--- config.mk ---
export PLATFORM = sky130hd
export DESIGN_NAME = ld_sd_mem_resp_flat
export DESIGN_NICKNAME = d
export VERILOG_FILES = /design/src/rtl/ld_sd_mem_resp_pkg.sv /design/src/rtl/ld_sd_mem_resp_if.sv /design/src/rtl/ld_sd_mem_resp_watchdog.sv /design/src/rtl/ld_sd_mem_resp.sv /design/src/flat_wrapper.sv
export SDC_FILE = /design/constraint.sdc
export NUM_CORES = 1
export LEC_CHECK = 0
export ABC_AREA = 0
export CORE_ASPECT_RATIO = 1.25
export CORE_MARGIN = 4
export CORE_UTILIZATION = 43
export CTS_CLUSTER_DIAMETER = 60
export DETAILED_ROUTE_END_ITERATION = 10
export GPL_TIMING_DRIVEN = 1
export PLACE_DENSITY = 0.78
export SLEW_MARGIN = 5
export SYNTH_ARGS = -nofsm -noshare
export SYNTH_HDL_FRONTEND = slang
export SYNTH_HIERARCHICAL = 1
export SYNTH_SLANG_ARGS = --single-unit
--- constraint.sdc ---
create_clock -name lsu_clk -period 3.09 [get_ports lsu_clk]
set_clock_uncertainty 0.2 [all_clocks]
set_input_delay 0.4635 -clock lsu_clk [delete_from_list [all_inputs] [get_ports lsu_clk]]
set_output_delay 0.4635 -clock lsu_clk [all_outputs]
set_load 0.03 [all_outputs]
--- src/rtl/ld_sd_mem_resp_pkg.sv ---
// Shared types and constants for the load/store memory responder.
package lsu_pkg;

    typedef enum logic [1:0] {
        IDLE   = 2'd0,
        REQ    = 2'd1,
        WAIT_R = 2'd2
    } lsu_state_t;

    typedef enum logic {
        OP_LD = 1'b0,
        OP_SD = 1'b1
    } lsu_op_t;

    localparam logic [3:0] LSU_BE_WORD = 4'hF;

endpackage

--- src/rtl/ld_sd_mem_resp_if.sv ---
// Data-memory req/gnt/rvalid bus between the responder and the memory.
interface ld_sd_mem_resp_if #(
    parameter int DATA_WIDTH = 32
);
    logic                  dmem_req;
    logic                  dmem_we;
    logic [DATA_WIDTH-1:0] dmem_addr;
    logic [DATA_WIDTH-1:0] dmem_wdata;
    logic [3:0]            dmem_be;
    logic                  dmem_gnt;
    logic                  dmem_rvalid;
    logic [DATA_WIDTH-1:0] dmem_rdata;

    modport master (
        output dmem_req, dmem_we, dmem_addr, dmem_wdata, dmem_be,
        input  dmem_gnt, dmem_rvalid, dmem_rdata
    );

    modport slave (
        input  dmem_req, dmem_we, dmem_addr, dmem_wdata, dmem_be,
        output dmem_gnt, dmem_rvalid, dmem_rdata
    );
endinterface

--- src/rtl/ld_sd_mem_resp_watchdog.sv ---
// Cycle counter that flags when an access has waited TIMEOUT_CYCLES cycles in one state.
module lsu_watchdog
    import lsu_pkg::*;
#(
    parameter int TIMEOUT_CYCLES = 255
) (
    input  logic clk,
    input  logic rst_n,
    input  logic clr,
    input  logic en,
    output logic expired
);
    // Count only has to reach TIMEOUT_CYCLES-1; expiry is judged on the last counted cycle.
    localparam int CW = (TIMEOUT_CYCLES < 2) ? 1 : $clog2(TIMEOUT_CYCLES);
    localparam logic [CW-1:0] LAST = CW'(TIMEOUT_CYCLES - 1);

    logic [CW-1:0] cnt_q;
    logic [CW-1:0] cnt_d;

    assign expired = en && (cnt_q == LAST);

    always_comb begin
        cnt_d = cnt_q;
        if (clr) begin
            cnt_d = '0;
        end else if (en && !expired) begin
            cnt_d = cnt_q + CW'(1);
        end
    end

    always_ff @(posedge clk or negedge rst_n) begin
        if (!rst_n) begin
            cnt_q <= '0;
        end else begin
            cnt_q <= cnt_d;
        end
    end
endmodule

--- src/rtl/ld_sd_mem_resp.sv ---
// Memory-side responder: issues one word access per accepted load/store and
// returns load data with its destination register for writeback.
module ld_sd_mem_resp
    import lsu_pkg::*;
#(
    parameter int DATA_WIDTH     = 32,
    parameter int GPR_ADDR_WIDTH = 5,
    parameter int TIMEOUT_CYCLES = 255
) (
    input  logic                      lsu_clk,
    input  logic                      lsu_rst,
    input  logic [DATA_WIDTH-1:0]     addr,
    input  logic                      ld_valid,
    input  logic                      sd_valid,
    input  logic [DATA_WIDTH-1:0]     st_data,
    input  logic [GPR_ADDR_WIDTH-1:0] ld_rd,
    ld_sd_mem_resp_if.master          dmem,
    output logic [DATA_WIDTH-1:0]     ld_data,
    output logic [GPR_ADDR_WIDTH-1:0] ld_rd_o,
    output logic                      ld_wb_en,
    output logic                      lsu_busy,
    output logic                      lsu_err
);
    lsu_state_t                state_q, state_d;
    lsu_op_t                   op_q, op_d;
    logic [DATA_WIDTH-1:2]     addr_q, addr_d;
    logic [DATA_WIDTH-1:0]     wdata_q, wdata_d;
    logic [GPR_ADDR_WIDTH-1:0] rd_q, rd_d;
    logic [DATA_WIDTH-1:0]     ld_data_q, ld_data_d;
    logic [GPR_ADDR_WIDTH-1:0] ld_rd_o_q, ld_rd_o_d;
    logic                      wb_q, wb_d;
    logic                      err_q, err_d;
    logic                      err_pend_q, err_pend_d;
    logic                      err_event;
    logic                      wd_expired;

    lsu_watchdog #(
        .TIMEOUT_CYCLES (TIMEOUT_CYCLES)
    ) u_watchdog (
        .clk     (lsu_clk),
        .rst_n   (lsu_rst),
        .clr     (state_d != state_q),
        .en      (state_q != IDLE),
        .expired (wd_expired)
    );

    always_comb begin
        state_d   = state_q;
        op_d      = op_q;
        addr_d    = addr_q;
        wdata_d   = wdata_q;
        rd_d      = rd_q;
        ld_data_d = ld_data_q;
        ld_rd_o_d = ld_rd_o_q;
        wb_d      = 1'b0;
        err_event = 1'b0;

        case (state_q)
            IDLE: begin
                if ((ld_valid ^ sd_valid) && (addr[1:0] == 2'b00)) begin
                    op_d    = ld_valid ? OP_LD : OP_SD;
                    addr_d  = addr[DATA_WIDTH-1:2];
                    wdata_d = st_data;
                    rd_d    = ld_rd;
                    state_d = REQ;
                end else if (ld_valid || sd_valid) begin
                    err_event = 1'b1;
                end
            end
            REQ: begin
                // A new request while busy is dropped; the in-flight access is untouched.
                if (ld_valid || sd_valid) err_event = 1'b1;
                if (dmem.dmem_gnt) begin
                    state_d = (op_q == OP_SD) ? IDLE : WAIT_R;
                end else if (wd_expired) begin
                    state_d   = IDLE;
                    err_event = 1'b1;
                end
            end
            WAIT_R: begin
                if (ld_valid || sd_valid) err_event = 1'b1;
                if (dmem.dmem_rvalid) begin
                    ld_data_d = dmem.dmem_rdata;
                    ld_rd_o_d = rd_q;
                    wb_d      = 1'b1;
                    state_d   = IDLE;
                end else if (wd_expired) begin
                    state_d   = IDLE;
                    err_event = 1'b1;
                end
            end
            default: state_d = IDLE;
        endcase

        // An error that coincides with a writeback is reported one cycle later.
        err_d      = (err_event || err_pend_q) && !wb_d;
        err_pend_d = (err_event || err_pend_q) && wb_d;
    end

    always_ff @(posedge lsu_clk or negedge lsu_rst) begin
        if (!lsu_rst) begin
            state_q    <= IDLE;
            op_q       <= OP_LD;
            addr_q     <= '0;
            wdata_q    <= '0;
            rd_q       <= '0;
            ld_data_q  <= '0;
            ld_rd_o_q  <= '0;
            wb_q       <= 1'b0;
            err_q      <= 1'b0;
            err_pend_q <= 1'b0;
        end else begin
            state_q    <= state_d;
            op_q       <= op_d;
            addr_q     <= addr_d;
            wdata_q    <= wdata_d;
            rd_q       <= rd_d;
            ld_data_q  <= ld_data_d;
            ld_rd_o_q  <= ld_rd_o_d;
            wb_q       <= wb_d;
            err_q      <= err_d;
            err_pend_q <= err_pend_d;
        end
    end

    assign dmem.dmem_req   = (state_q == REQ);
    assign dmem.dmem_we    = (state_q == REQ) && (op_q == OP_SD);
    assign dmem.dmem_addr  = {addr_q, 2'b00};
    assign dmem.dmem_wdata = wdata_q;
    assign dmem.dmem_be    = (state_q == REQ) ? LSU_BE_WORD : 4'h0;

    assign ld_data  = ld_data_q;
    assign ld_rd_o  = ld_rd_o_q;
    assign ld_wb_en = wb_q;
    assign lsu_err  = err_q;
    assign lsu_busy = (state_q != IDLE);
endmodule

--- src/flat_wrapper.sv ---
// flat-port wrapper written by rule: the top's interface ports become plain ports
module ld_sd_mem_resp_flat import lsu_pkg::*;
#(
    parameter int DATA_WIDTH     = 32,
    parameter int GPR_ADDR_WIDTH = 5,
    parameter int TIMEOUT_CYCLES = 255
)
  (lsu_clk, lsu_rst, addr, ld_valid, sd_valid, st_data, ld_rd, ld_data, ld_rd_o, ld_wb_en, lsu_busy, lsu_err, dmem_dmem_req, dmem_dmem_we, dmem_dmem_addr, dmem_dmem_wdata, dmem_dmem_be, dmem_dmem_gnt, dmem_dmem_rvalid, dmem_dmem_rdata);
  ld_sd_mem_resp_if #(.DATA_WIDTH(DATA_WIDTH)) dmem_i ();
  input  logic lsu_clk;
  input  logic lsu_rst;
  input  logic [DATA_WIDTH-1:0] addr;
  input  logic ld_valid;
  input  logic sd_valid;
  input  logic [DATA_WIDTH-1:0] st_data;
  input  logic [GPR_ADDR_WIDTH-1:0] ld_rd;
  output logic [DATA_WIDTH-1:0] ld_data;
  output logic [GPR_ADDR_WIDTH-1:0] ld_rd_o;
  output logic ld_wb_en;
  output logic lsu_busy;
  output logic lsu_err;
  output wire logic [$bits(dmem_i.dmem_req)-1:0] dmem_dmem_req;
  output wire logic [$bits(dmem_i.dmem_we)-1:0] dmem_dmem_we;
  output wire logic [$bits(dmem_i.dmem_addr)-1:0] dmem_dmem_addr;
  output wire logic [$bits(dmem_i.dmem_wdata)-1:0] dmem_dmem_wdata;
  output wire logic [$bits(dmem_i.dmem_be)-1:0] dmem_dmem_be;
  input wire logic [$bits(dmem_i.dmem_gnt)-1:0] dmem_dmem_gnt;
  input wire logic [$bits(dmem_i.dmem_rvalid)-1:0] dmem_dmem_rvalid;
  input wire logic [$bits(dmem_i.dmem_rdata)-1:0] dmem_dmem_rdata;
  assign dmem_dmem_req = dmem_i.dmem_req;
  assign dmem_dmem_we = dmem_i.dmem_we;
  assign dmem_dmem_addr = dmem_i.dmem_addr;
  assign dmem_dmem_wdata = dmem_i.dmem_wdata;
  assign dmem_dmem_be = dmem_i.dmem_be;
  assign dmem_i.dmem_gnt = dmem_dmem_gnt;
  assign dmem_i.dmem_rvalid = dmem_dmem_rvalid;
  assign dmem_i.dmem_rdata = dmem_dmem_rdata;
  ld_sd_mem_resp #(.DATA_WIDTH(DATA_WIDTH), .GPR_ADDR_WIDTH(GPR_ADDR_WIDTH), .TIMEOUT_CYCLES(TIMEOUT_CYCLES)) u_core (.lsu_clk(lsu_clk), .lsu_rst(lsu_rst), .addr(addr), .ld_valid(ld_valid), .sd_valid(sd_valid), .st_data(st_data), .ld_rd(ld_rd), .dmem(dmem_i), .ld_data(ld_data), .ld_rd_o(ld_rd_o), .ld_wb_en(ld_wb_en), .lsu_busy(lsu_busy), .lsu_err(lsu_err));
endmodule
==> summary.md <==
| Metric | Value |
|---|---|
| Post-synthesis compound-gate area fraction | 0.0294 |
| Sequential cell fraction of total power | 0.318 |
| CP Capture Type | register |
| Clock transition at path regs | 60 ps |
| Residual DRC | 0 |
| RSZ-0062 raised after global routing | no |
| FP Rows | 44 |
| FF-to-FF Start | u_core/u_watchdog/cnt_q[0] |
| Sw power | 2650 µW |
| Vias in the first global route | 3709 |
| TritonCTS clock tree | done |
| First drt pass iteration count | 5 |
| PD cells | 963 nW/µm² |
| Combinational share of power | 0.432 |
| WP data arrival | 2710 ps |
| Synth Area in XOR/XNOR | 0 |
| GPL Wtd Cong | 0.790 |
| # resized after CTS | 0 |
| Flops & latches, synth | 118 |
| Die area | 13700 µm² |
| Post-synth EDFFs | 0 |
| Minimum clock period | 2630 ps |
| Clk buf depth | 2 |
| Post-DR wirelength/cell | 17.7 µm |
| Final Hold Viols | 0 |
| Nets | 640 |
| Leak Pwr | 0.00361 µW |
| Cells after DPL | 671 |
| Most common flop cell mapped by yosys | dfrtp_1 |
| Final setup vio count | 0 |
| Max-Cap Viols | 0 |
| CTS buffer count | 17 |
| R2r worst-path depth | 9 |
| Number of I/O pins | 217 |
| Vias per cell | 4.79 |
| Root Buffer Master | clkbuf_16 |
| Clock power share | 0.250 |
| Internal power | 4950 µW |
| Post-Syn Area | 5110 µm² |
| Worst Path Required | 3180 ps |
| Die Ht | 130 µm |
| Antenna Violating Nets Remaining | 0 |
| YS warnings | 6 |
| Largest net degree at the start of global routing | 59 |
| Antenna violations before repair | 0 |
| Skew-Pair Late Insertion Delay | 400 ps |
| Fraction of layout cells with a size suffix above 1 | 0.234 |
| Grt total ovfl | 0 |
| Initial Util | 0.440 |
| Post-DP HPWL | 9220 µm |
| Setup crit start kind | register |
| # port buffers | 214 |
| Hold depth | 1 |
| Crit path max fanout | 5 |
| Critical Path Start | u_core/u_watchdog/cnt_q[0] |
| Design Area, Final | 7890 µm² |
| Clock sinks | 118 |
| Proportion of synthesized area in mux cells | 0.286 |
| Final wirelength | 12500 µm |
| Adder-cell share of the synthesized area | 0.00734 |
| Fin crit share | 0.850 |
| Sequential area share after synthesis | 0.577 |
| Simple-Gate Fraction of Synth Area | 0.0426 |
| ANT cells | 0 |
| CTS HTree Levels | 4 |
| Total number of vias | 3370 |
| P&R area growth vs syn | 54.3% |
| Final count of pins violating max slew | 0 |
| Syn Inst Count | 309 |
| Setup tns final | 0 ps |
| Post-Layout Cell Count | 704 |
| Syn avg cell area | 16.6 µm² |
| Net Sw Frac | 0.349 |
| End-of-flow core utilization | 0.679 |
| Setup CP Type | register to register |
| List of cells traversed by the critical path | inv_1 > ha_1 > and4_4 > and3_2 > o21a_1 > nor2_1 > o21ai_0 > and2b_1 > mux2_4 |
| F_max | 381 MHz |
| GRT Total Usage | 0.183 |
| Status | finished clean |
| Area after DPL | 7290 µm² |
| Largest family of logic cells by synthesized area | multiplexers |
| Yosys cell types | 45 |
| Post-synth ARST share | 1.00 |
| Min-delay src | u_core/ld_data[25] |
| Violation count after the first detailed-route iteration | 110 |
| Slowest-stage cell, CP | dfrtp_1 |
| Tot Pwr | 7600 µW |
| VDD IR-drop max | 0.466 mV |
| Core area | 11600 µm² |
| Worst Hold Class | register to register |
| First-pass GRT wire length | 19300 µm |
| Max incr delay on CP | 410 ps |
| Die extent in x | 106 µm |
[metal layers]
metal | part of all wire | global-route usage
met5 | 0 | 0
met2 | 0.53 | 0.325
met1 | 0.39 | 0.203
met4 | 0.023 | 0.0861
met3 | 0.061 | 0.0534
[placed cells by master, fill, tap and decap left out, types with 2 or more instances in the layout]
| cell type | instances |
|---|---|
| a21boi_0 | 2 |
| a21oi_1 | 5 |
| a311oi_1 | 2 |
| and3_1 | 3 |
| buf_12 | 4 |
| buf_4 | 3 |
| bufinv_16 | 2 |
| clkbuf_16 | 17 |
| clkbuf_8 | 2 |
| clkdlybuf4s50_1 | 213 |
| clkinv_2 | 3 |
| clkinvlp_4 | 6 |
| conb_1 | 2 |
| dfrtp_1 | 118 |
| ha_1 | 3 |
| inv_1 | 7 |
| mux2_1 | 28 |
| mux2_2 | 9 |
| mux2_4 | 69 |
| nand3_1 | 2 |
| nor2_1 | 6 |
| nor2b_1 | 2 |
| nor3_1 | 5 |
| o21ai_0 | 2 |
[power by group through the flow]
stage / sequential [µW] / combinational (µW) / clock [µW]
2_1_floorplan: 3460 / 834 / 0
3_3_place_gp: 2410 / 3250 / 0
3_5_place_dp: 2440 / 3300 / 0
4_1_cts: 2430 / 3320 / 1950
5_1_grt: 2500 / 3410 / 2030
6_report: 2420 / 3280 / 1900
[metrics by stage]
step	hold WS, ps	worst slack [ps]
final	279	464
after global routing	292	327
after CTS	286	442
after detailed placement	261	453
after global placement	253	498
after floorplan	-32.1	656
[what timing repair did]
action	4_1_cts	5_1_grt
setup buffers	0	0
hold buffers	1	0
hold endpoints to repair	33	0
[worst max-delay path, delay by kind of cell (launching register included)]
kind / cells / cell delay, ps
buffers and inverters: 1 / 90
flip-flops: 1 / 410
AO/OA/AOI/OAI: 2 / 530
multiplexers: 1 / 260
AND/OR/NAND/NOR: 4 / 800
adder cells (fa/ha/maj): 1 / 230
[path summary, 6_finish.rpt]
kind	to	slack, ps
setup / recovery	u_core/u_watchdog/cnt_q[1]	460
hold / removal	u_core/ld_data[25]	280
setup reg to reg	u_core/u_watchdog/cnt_q[1]	460
hold reg to reg	u_core/ld_data[25]	280
max in group asynchronous	u_core/ld_data[8]	1600
min in group asynchronous	u_core/dmem.dmem_wdata[25]	360
[registers in the layout, summed over array words and instances, names as in the netlist, 2 cells and up]
| signal | cells |
|---|---|
| u_core/dmem.dmem_wdata | 32 |
| u_core/addr_q | 30 |
| u_core/ld_rd_o | 5 |
| u_core/rd_q | 5 |
| u_core/u_watchdog/cnt_q | 8 |
| u_core/ld_data | 32 |
| u_core/state_q | 2 |
[cell type report]
cell class | count | area (µm²)
Clock buffer | 20 | 457
Multi-Input combinational cell | 164 | 1880
Sequential cell | 118 | 2950
Tap cell | 161 | 201
Inverter | 8 | 30.0
Fill cell | 837 | 3730
Timing Repair Buffer | 221 | 2240
Clock inverter | 12 | 129
[synthesized netlist by cell type (2+ instances only)]
cell type,number,area [µm²]
dfrtp_1,118,2950
mux2_4,69,1040
mux2_1,28,315
buf_4,9,67.6
mux2_2,9,101
buf_12,8,160
inv_1,7,26.3
nor2_1,6,22.5
a21oi_1,5,25.0
nor3_1,5,25.0
and3_1,3,18.8
ha_1,3,37.5
a21boi_0,2,15.0
a311oi_1,2,17.5
buf_6,2,22.5
nand3_1,2,10.0
nor2b_1,2,12.5
o21ai_0,2,10.0
[logic make-up after synthesis]
kind of cell,count (synthesis)
flip-flops,118
AO/OA/AOI/OAI,20
buffers and inverters,28
multiplexers,107
adder cells (fa/ha/maj),3
other,1
AND/OR/NAND/NOR,32
Power figures use the tool's default switching activity.
